<file path="src/rtl/io_map_pkg.sv">
// Shared I/O map for the CPU data bus: switch/key window and LED register.
// Offsets are word offsets inside the 4-word switch/key window.
package io_map_pkg;

    localparam logic [15:0] SW_KEY_BASE   = 16'hC000;
    localparam logic [15:0] LED_ADDR      = 16'hC010;

    localparam logic [1:0]  OFF_SW_STATE  = 2'd0;
    localparam logic [1:0]  OFF_SW_CHG    = 2'd1;
    localparam logic [1:0]  OFF_KEY_STATE = 2'd2;
    localparam logic [1:0]  OFF_KEY_PRS   = 2'd3;

    localparam logic [15:0] WINDOW_WORDS  = 16'd4;

    // True when addr falls inside base..base+3; the unsigned subtraction also rejects addresses below base.
    function automatic logic in_window(input logic [15:0] addr, input logic [15:0] base);
        logic [15:0] off;
        off = addr - base;
        return (off < WINDOW_WORDS);
    endfunction

endpackage

</file>
<file path="src/rtl/input_debouncer.sv">
// Per-bit sample-history debouncer; a new level commits only after DB_SAMPLES
// equal samples taken on the shared tick.
module input_debouncer #(
    parameter int WIDTH      = 10,
    parameter int DB_SAMPLES = 4
) (
    input  logic             clk,
    input  logic             rst_n,
    input  logic             tick,
    input  logic [WIDTH-1:0] in_sync,
    output logic [WIDTH-1:0] db,
    output logic [WIDTH-1:0] rise,
    output logic [WIDTH-1:0] fall
);

    logic [WIDTH-1:0][DB_SAMPLES-1:0] hist_r;
    logic [WIDTH-1:0]                 db_r;
    logic [WIDTH-1:0]                 rise_s;
    logic [WIDTH-1:0]                 fall_s;

    // Sample history: shift in the synchronised level on every tick.
    always_ff @(posedge clk) begin
        if (!rst_n) begin
            hist_r <= '0;
        end else if (tick) begin
            for (int i = 0; i < WIDTH; i++) begin
                hist_r[i] <= {hist_r[i][DB_SAMPLES-2:0], in_sync[i]};
            end
        end else begin
            hist_r <= hist_r;
        end
    end

    // Commit detection: a full history of the opposite level flips the bit.
    always_comb begin
        rise_s = '0;
        fall_s = '0;
        for (int i = 0; i < WIDTH; i++) begin
            rise_s[i] = (&hist_r[i]) & ~db_r[i];
            fall_s[i] = ~(|hist_r[i]) & db_r[i];
        end
    end

    // Debounced level register.
    always_ff @(posedge clk) begin
        if (!rst_n) begin
            db_r <= '0;
        end else begin
            db_r <= (db_r | rise_s) & ~fall_s;
        end
    end

    // rise/fall are decoded from registered state and are valid in the cycle before db flips.
    assign db   = db_r;
    assign rise = rise_s;
    assign fall = fall_s;

endmodule

</file>
<file path="src/rtl/sw_key_mmio_port.sv">
// Read-side MMIO peripheral for board switches and push-buttons: synchronise,
// debounce, and expose state plus sticky W1C change/press flags with an irq summary.
module sw_key_mmio_port
    import io_map_pkg::*;
#(
    parameter logic [15:0] BASE_ADDR  = SW_KEY_BASE,
    parameter int          NUM_SW     = 10,
    parameter int          NUM_KEY    = 3,
    parameter int          DB_TICK    = 50000,
    parameter int          DB_SAMPLES = 4
) (
    input  logic               clk,
    input  logic               rst_n,
    input  logic [NUM_SW-1:0]  SW,
    input  logic [NUM_KEY-1:0] KEY,
    input  logic [15:0]        addr,
    input  logic               re,
    input  logic               we,
    input  logic [15:0]        wdata,
    output logic [15:0]        rdata,
    output logic               irq
);

    localparam int PW = (DB_TICK > 1) ? $clog2(DB_TICK) : 1;

    logic [PW-1:0]      pre_cnt_r;
    logic               tick_s;
    logic [NUM_SW-1:0]  sw_meta_r,  sw_sync_r;
    logic [NUM_KEY-1:0] key_meta_r, key_sync_r;
    logic [NUM_SW-1:0]  sw_db_s,  sw_rise_s,  sw_fall_s;
    logic [NUM_KEY-1:0] key_db_s, key_rise_s, key_fall_s;
    logic [NUM_SW-1:0]  sw_chg_r,  sw_chg_nxt_s,  sw_clr_s;
    logic [NUM_KEY-1:0] key_prs_r, key_prs_nxt_s, key_clr_s;
    logic [15:0]        off_s;
    logic               in_win_s;
    logic [15:0]        rd_val_s;
    logic [15:0]        rdata_r;
    logic               irq_r;

    assign tick_s = (pre_cnt_r == PW'(DB_TICK - 1));

    // Free-running prescaler shared by both debouncer instances.
    always_ff @(posedge clk) begin
        if (!rst_n) begin
            pre_cnt_r <= '0;
        end else if (tick_s) begin
            pre_cnt_r <= '0;
        end else begin
            pre_cnt_r <= pre_cnt_r + PW'(1);
        end
    end

    // Two-flop synchronisers; KEY flops rest at 1 because the buttons are active-low.
    always_ff @(posedge clk) begin
        if (!rst_n) begin
            sw_meta_r  <= '0;
            sw_sync_r  <= '0;
            key_meta_r <= '1;
            key_sync_r <= '1;
        end else begin
            sw_meta_r  <= SW;
            sw_sync_r  <= sw_meta_r;
            key_meta_r <= KEY;
            key_sync_r <= key_meta_r;
        end
    end

    input_debouncer #(.WIDTH(NUM_SW), .DB_SAMPLES(DB_SAMPLES)) u_sw_db (
        .clk     (clk),
        .rst_n   (rst_n),
        .tick    (tick_s),
        .in_sync (sw_sync_r),
        .db      (sw_db_s),
        .rise    (sw_rise_s),
        .fall    (sw_fall_s)
    );

    input_debouncer #(.WIDTH(NUM_KEY), .DB_SAMPLES(DB_SAMPLES)) u_key_db (
        .clk     (clk),
        .rst_n   (rst_n),
        .tick    (tick_s),
        .in_sync (~key_sync_r),
        .db      (key_db_s),
        .rise    (key_rise_s),
        .fall    (key_fall_s)
    );

    assign off_s    = addr - BASE_ADDR;
    assign in_win_s = in_window(addr, BASE_ADDR);

    // W1C decode and next flag values; a set event in the same cycle overrides the clear.
    always_comb begin
        sw_clr_s  = '0;
        key_clr_s = '0;
        if (we && in_win_s && (off_s[1:0] == OFF_SW_CHG)) begin
            sw_clr_s = wdata[NUM_SW-1:0];
        end else if (we && in_win_s && (off_s[1:0] == OFF_KEY_PRS)) begin
            key_clr_s = wdata[NUM_KEY-1:0];
        end else begin
            sw_clr_s  = '0;
            key_clr_s = '0;
        end
        sw_chg_nxt_s  = (sw_chg_r & ~sw_clr_s) | sw_rise_s | sw_fall_s;
        key_prs_nxt_s = (key_prs_r & ~key_clr_s) | (key_rise_s & ~key_fall_s);
    end

    // Register read mux; the values are pre-write so a simultaneous write is not visible.
    always_comb begin
        rd_val_s = 16'h0000;
        case (off_s[1:0])
            OFF_SW_STATE:  rd_val_s = 16'(sw_db_s);
            OFF_SW_CHG:    rd_val_s = 16'(sw_chg_r);
            OFF_KEY_STATE: rd_val_s = 16'(key_db_s);
            OFF_KEY_PRS:   rd_val_s = 16'(key_prs_r);
            default:       rd_val_s = 16'h0000;
        endcase
    end

    // Sticky flags, irq summary and read data; rdata idles at zero for bus OR-ing.
    always_ff @(posedge clk) begin
        if (!rst_n) begin
            sw_chg_r  <= '0;
            key_prs_r <= '0;
            irq_r     <= 1'b0;
            rdata_r   <= 16'h0000;
        end else begin
            sw_chg_r  <= sw_chg_nxt_s;
            key_prs_r <= key_prs_nxt_s;
            irq_r     <= (|sw_chg_nxt_s) | (|key_prs_nxt_s);
            rdata_r   <= (re && in_win_s) ? rd_val_s : 16'h0000;
        end
    end

    assign rdata = rdata_r;
    assign irq   = irq_r;

endmodule
</file>
<file path="config.mk">
export PLATFORM = sky130hd
export DESIGN_NAME = sw_key_mmio_port
export DESIGN_NICKNAME = d
export VERILOG_FILES = /design/src/rtl/io_map_pkg.sv /design/src/rtl/input_debouncer.sv /design/src/rtl/sw_key_mmio_port.sv
export SDC_FILE = /design/constraint.sdc
export NUM_CORES = 1
export LEC_CHECK = 0
export ABC_AREA = 1
export CAP_MARGIN = 20
export CORE_ASPECT_RATIO = 0.9
export CORE_MARGIN = 2
export CORE_UTILIZATION = 45
export CTS_CLUSTER_DIAMETER = 40
export DETAILED_ROUTE_END_ITERATION = 6
export PLACE_DENSITY_LB_ADDON = 0.2
export SYNTH_ARGS = -nofsm -noshare
export SYNTH_HDL_FRONTEND = slang
export SYNTH_HIERARCHICAL = 1
export SYNTH_SLANG_ARGS = --single-unit
export TNS_END_PERCENT = 100
</file>
<file path="constraint.sdc">
create_clock -name clk -period 1.9 [get_ports clk]
set_input_delay 0.285 -clock clk [delete_from_list [all_inputs] [get_ports clk]]
set_output_delay 0.285 -clock clk [all_outputs]
set_load 0.01 [all_outputs]
</file>
Word level (Yosys, flattened, before mapping) --
Index checks and enable logic that the tools add are counted.
Word-level totals: register bits after elaboration 137, input port bits 49
Cells by class: $add $sub $neg 2, magnitude comparators 1, equal/unequal tests 4, multiplexer cells 4, bitwise operators 69, reductions and logical operators 35
Operators with widths (count):
- $pmux 16 s4 | 1
- $reduce_and 4->1 | 13
- $reduce_or 4->1 | 13
- $or 10x10->10 | 3
- $not 1->1 | 27
- $and 1x1->1 | 26
- $and 10x10->10 | 2
- $not 10->10 | 2
- $add 16x1->16 const B | 1
- $eq 16x16->1 const B | 1
- $lt 16x3->1 const B | 1
- $sub 16x16->16 const B | 1
- $mux 10 | 1
- $reduce_or 10->1 | 1
- $and 3x3->3 | 3
- $not 3->3 | 3
- $mux 3 | 2
- $or 3x3->3 | 2
- $eq 2x2->1 const B | 2
- $logic_and 1x1->1 | 4
- $reduce_or 3->1 | 1
- $eq 2x1->1 const B | 1
- $logic_not 2->1 | 1
- $reduce_and 2->1 | 1
- 2 further kinds | 2

Depth between registers and ports, before layout --
word-level depth 11, gate-level depth with buffers 13, depth with buffers taken out 12

By module --
The synthesis kept the hierarchy.
By module, submodules not included:
- sw_key_mmio_port | instances 1, cells an instance 355, area each 2692.6 µm²
- input_debouncer (u_sw_db) | instances 1, cells an instance 294, area each 2025.7 µm²
- input_debouncer (u_key_db) | instances 1, cells an instance 88, area each 638.1 µm²

Worst setup path before layout --
Ideal clock, no wire load.
path kind register to register, start register pre_cnt_r[0], end register u_sw_db/hist_r[0] (netlist bit), setup time 133 ps, data arrival time 1661 ps, required time 1767 ps, slack 106 ps, stages on the path, launching flop included 10, path buffers 1, cells stage by stage dfxtp_1 > ha_1 > nand2_1 > inv_1 > nand3_1 > nor2_1 > inv_2 > clkbuf_2 > o21ai_0 > a21oi_1
On the way: longest elaborated chain between the ends 1
Ends and longest elaborated chain:
- start, declared | RTL line sw_key_mmio_port.sv:26 | logic [PW-1:0] pre_cnt_r;
- start signal, assigned | RTL line sw_key_mmio_port.sv:49 | pre_cnt_r <= pre_cnt_r + PW'(1);
- $eq 16x16->1 | RTL line sw_key_mmio_port.sv:40 | assign tick_s = (pre_cnt_r == PW'(DB_TICK - 1));
- net tick_s | RTL line sw_key_mmio_port.sv:27 | logic tick_s;
- end signal, assigned by index | RTL line input_debouncer.sv:27 | hist_r[i] <= {hist_r[i][DB_SAMPLES-2:0], in_sync[i]};
- end signal, assigned | RTL line input_debouncer.sv:30 | hist_r <= hist_r;
- end, declared | RTL line input_debouncer.sv:16 | logic [WIDTH-1:0][DB_SAMPLES-1:0] hist_r;
The timed path passes the listed nets, and every way through them passes these cells. A chain may end at the register's enable or synchronous reset.

Worst setup path in the final report --
start register pre_cnt_r[6], end register u_sw_db/hist_r[11] (netlist bit)
The elaborated chain is that of the path after synthesis.

==> impl_metrics.yaml <==
outcome:
  outcome: "complete, no violations"
synthesis:
  post_synth_inst_count: 737
  synth_seq_area_share_pct: 49.0
  postSynthAreaPerCell_um2: 7.27
  async_flop_share_pct: 0
  commonest_register_cell_after_synthesis: "sky130_fd_sc_hd__dfxtp_1"
  yosys_register_bits: 131
  syn_area_um2: 5360
  synth.yosys.warnings: 6
  synth_cell_types: 39
  synth-edff-count: 0
clock_network:
  root_buffer: "sky130_fd_sc_hd__clkbuf_16"
  clock_tree.htree_level_count: 4
  cts.hold.buffers_added: 0
  clock_insertion_delay_worst_skew_ns: 0.42
  cts_tree: "built"
  register_clock_pin_slew_on_the_reported_worst_setup_and_hold_paths_ns: 0.06
  clock_path_buffers: 2
  cts_inserted_buffers: 17
  cts_sinks: 131
drt:
  routed_via_density: 4.73
  vias: 4676
  routed_wirelength_um: 11100
  remaining_routing_drc_violations: 0
  detail_route.wl_per_cell_um: 11.2
  detail-route-antenna-nets: 0
  drtIter0Drc: 291
  firstDrtPassIters: 5
floorplan:
  die_w_um: 119
  fp.dieH_um: 108
  floorplan.initialDensity_pct: 46.5
  design.core.area_um2: 11500
  dieArea_um2: 12800
  fp-row-count: 37
  ios: 66
placed_design:
  place.port_buffers: 53
  routabilityCongestion: 0.853
  post-place-ws_ns: -0.118
  detailed_placer_s_ending_hpwl_um: 7620
global_route:
  met1_usage_pct: 22.9
  grt_first_pass_wirelength_um: 18700
  grt_overflow_total: 0
  grt_use_met2_pct: 28.9
  antenna_found_initial: 0
  maximum_number_of_pins_on_one_net_before_global_route_repair: 35
  total_global_route_track_usage_pct: 18.0
  globalRoute.busiestLayer: "met2"
  number_of_global_route_vias_before_repair: 4313
  global_route.usage.met3_pct: 5.30
min_path:
  worst_hold_path_type: "in -> reg"
final_layout:
  final_layout_size_suffix_gt1_share_pct: 12.2
  layout.cells.most_common: "sky130_fd_sc_hd__nand2_1"
  most_frequent_cells_in_the_layout: "sky130_fd_sc_hd__nand2_1 (135), sky130_fd_sc_hd__dfxtp_1 (131), sky130_fd_sc_hd__nor2_1 (130)"
  antennaDiodeCount: 0
  flow.area_growth_from_synthesis_pct: 27.5
  finalNetCount: 871
critical_path:
  endpoint_of_the_worst_register_to_register_path: "u_sw_db/hist_r[11]"
  critical_path.max_fanout: 24
  cp.required_ns: 2.19
  worst_setup_path_startpoint: "pre_cnt_r[6]"
  worst-endpoint-arrival_ns: 2.00
  setup.worst_path.start_class: "flip-flop"
  regToRegSetupSlack_ns: 0.19
  reg2reg_from: "pre_cnt_r[6]"
  cell_depth_of_the_worst_flop_to_flop_path: 8
  timing_worst_setup_path_type: "reg -> reg"
  crit_path_end_kind: "flip-flop"
  critPathCapture: "u_sw_db/hist_r[11]"
sta:
  final-max-slew-violation-count: 0
  final-hold-violation-count: 0
  highest_clock_rate_mhz: 585
  finalCriticalPeriod_ns: 1.71
  grt_setup_unrepaired: "false"
  setup_ws_ns: 0.191
  timing.final.crit_share_pct: 90.0
  report.final.setup_viol: 0
  fin_worst_skew_ns: 0.0225
power_and_ir_drop:
  power-per-cell-area_nw_per_um2: 900
  leakagePower_uw: 0.00302
  report.power.total_uw: 6140
  power.ir.vdd_worst_mv: 0.580
flow_run:
  maximum_capacitance_violations: 0
## sequential cells by signal (all words and copies together) (netlist names)
register,flops
rdata,10
key_sync_r,3
pre_cnt_r,16
sw_meta_r,10
u_sw_db/db,10
key_prs_r,3
u_key_db/db,3
sw_sync_r,10
u_sw_db/hist_r,40
irq,1
sw_chg_r,10
u_key_db/hist_r,12
key_meta_r,3
## worst min path at each step
stage,startpoint,end,cells after the start
after floorplan,SW[0],sw_meta_r[0],2
after global placement,sw_meta_r[3],sw_sync_r[3],2
after detailed placement,sw_meta_r[6],sw_sync_r[6],2
after CTS,rst_n,u_sw_db/hist_r[7],3
after global routing,rst_n,u_sw_db/hist_r[7],3
final,rst_n,u_sw_db/hist_r[7],3
## cell type report
class                   instances  area [um2]
multi-input cells             475        2200
fillers                      1062        4700
clock inverters                13         138
repair buffers                 89         830
flip-flops and latches        131        2620
clock buffers                  18         439
well taps                     156         195
inverters                     107         404
## layer usage
layer / up-vias / share of wire, %
met3: 11 / 5.3
li1: 2471 / -
met5: - / 0
met1: 2082 / 50
met2: 112 / 44
met4: 0 / 1.2
## cells in the mapped netlist, types with 2 or more instances
library cell / instances / area share, %
sky130_fd_sc_hd__nand2_1: 135 / 9.5
sky130_fd_sc_hd__dfxtp_1: 131 / 49
sky130_fd_sc_hd__nor2_1: 131 / 9.2
sky130_fd_sc_hd__inv_1: 102 / 7.1
sky130_fd_sc_hd__a21oi_1: 80 / 7.5
sky130_fd_sc_hd__o21ai_0: 50 / 4.7
sky130_fd_sc_hd__nand3_1: 13 / 1.2
sky130_fd_sc_hd__clkbuf_1: 11 / 0.77
sky130_fd_sc_hd__or2_2: 11 / 1.3
sky130_fd_sc_hd__nand4_1: 10 / 1.2
sky130_fd_sc_hd__buf_2: 6 / 0.56
sky130_fd_sc_hd__buf_4: 6 / 0.84
sky130_fd_sc_hd__nor3_1: 5 / 0.47
sky130_fd_sc_hd__o21ai_2: 5 / 0.82
sky130_fd_sc_hd__clkbuf_2: 4 / 0.37
sky130_fd_sc_hd__inv_2: 4 / 0.28
sky130_fd_sc_hd__nor4_1: 4 / 0.47
sky130_fd_sc_hd__nand3_2: 3 / 0.56
sky130_fd_sc_hd__buf_6: 2 / 0.42
sky130_fd_sc_hd__nor2_2: 2 / 0.23
sky130_fd_sc_hd__nor3b_2: 2 / 0.47
sky130_fd_sc_hd__or4_1: 2 / 0.28
sky130_fd_sc_hd__xor2_1: 2 / 0.33
## worst max-delay path: stages, from the launching register on
cell and delay [ns]:
sky130_fd_sc_hd__dfxtp_1 0.38, sky130_fd_sc_hd__inv_1 0.07, sky130_fd_sc_hd__nor3_1 0.22, sky130_fd_sc_hd__nand3_1 0.18, sky130_fd_sc_hd__nor2_4 0.24, sky130_fd_sc_hd__inv_4 0.15
sky130_fd_sc_hd__buf_4 0.18, sky130_fd_sc_hd__nor2_1 0.10, sky130_fd_sc_hd__nor2_1 0.06
## per-stage QoR
step           util (%)  hold WS, ns  instances  area (um2)  TNS [ns]
2_1_floorplan         -        0.383        742        5380         0
3_3_place_gp       53.8        0.393        955        6200    -0.111
3_5_place_dp       53.8        0.397        955        6200    -0.204
4_1_cts            58.8        0.291        986        6780         0
5_1_grt            59.2        0.333        989        6830         0
6_report           59.2        0.306        989        6830         0
## where the power goes
group          internal (uW)  switching, uW
Combinational            121            108
Clock                   1950           1180
Sequential              2780           9.15
## cells by family after synthesis
kind of cell	count (synthesis)	synth area share, %
adder cells (fa/ha/maj)	1	0.234
other	1	0.0700
flip-flops	131	49.0
AND/OR/NAND/NOR	325	26.1
XOR/XNOR	3	0.491
buffers and inverters	136	10.5
AO/OA/AOI/OAI	140	13.6
## repair_timing
item | CTS | global route
resized for setup | 0 | 4
buffers inserted | 0 | 2
setup endpoints to repair | 0 | 11
(Power assumes the default switching activity.)
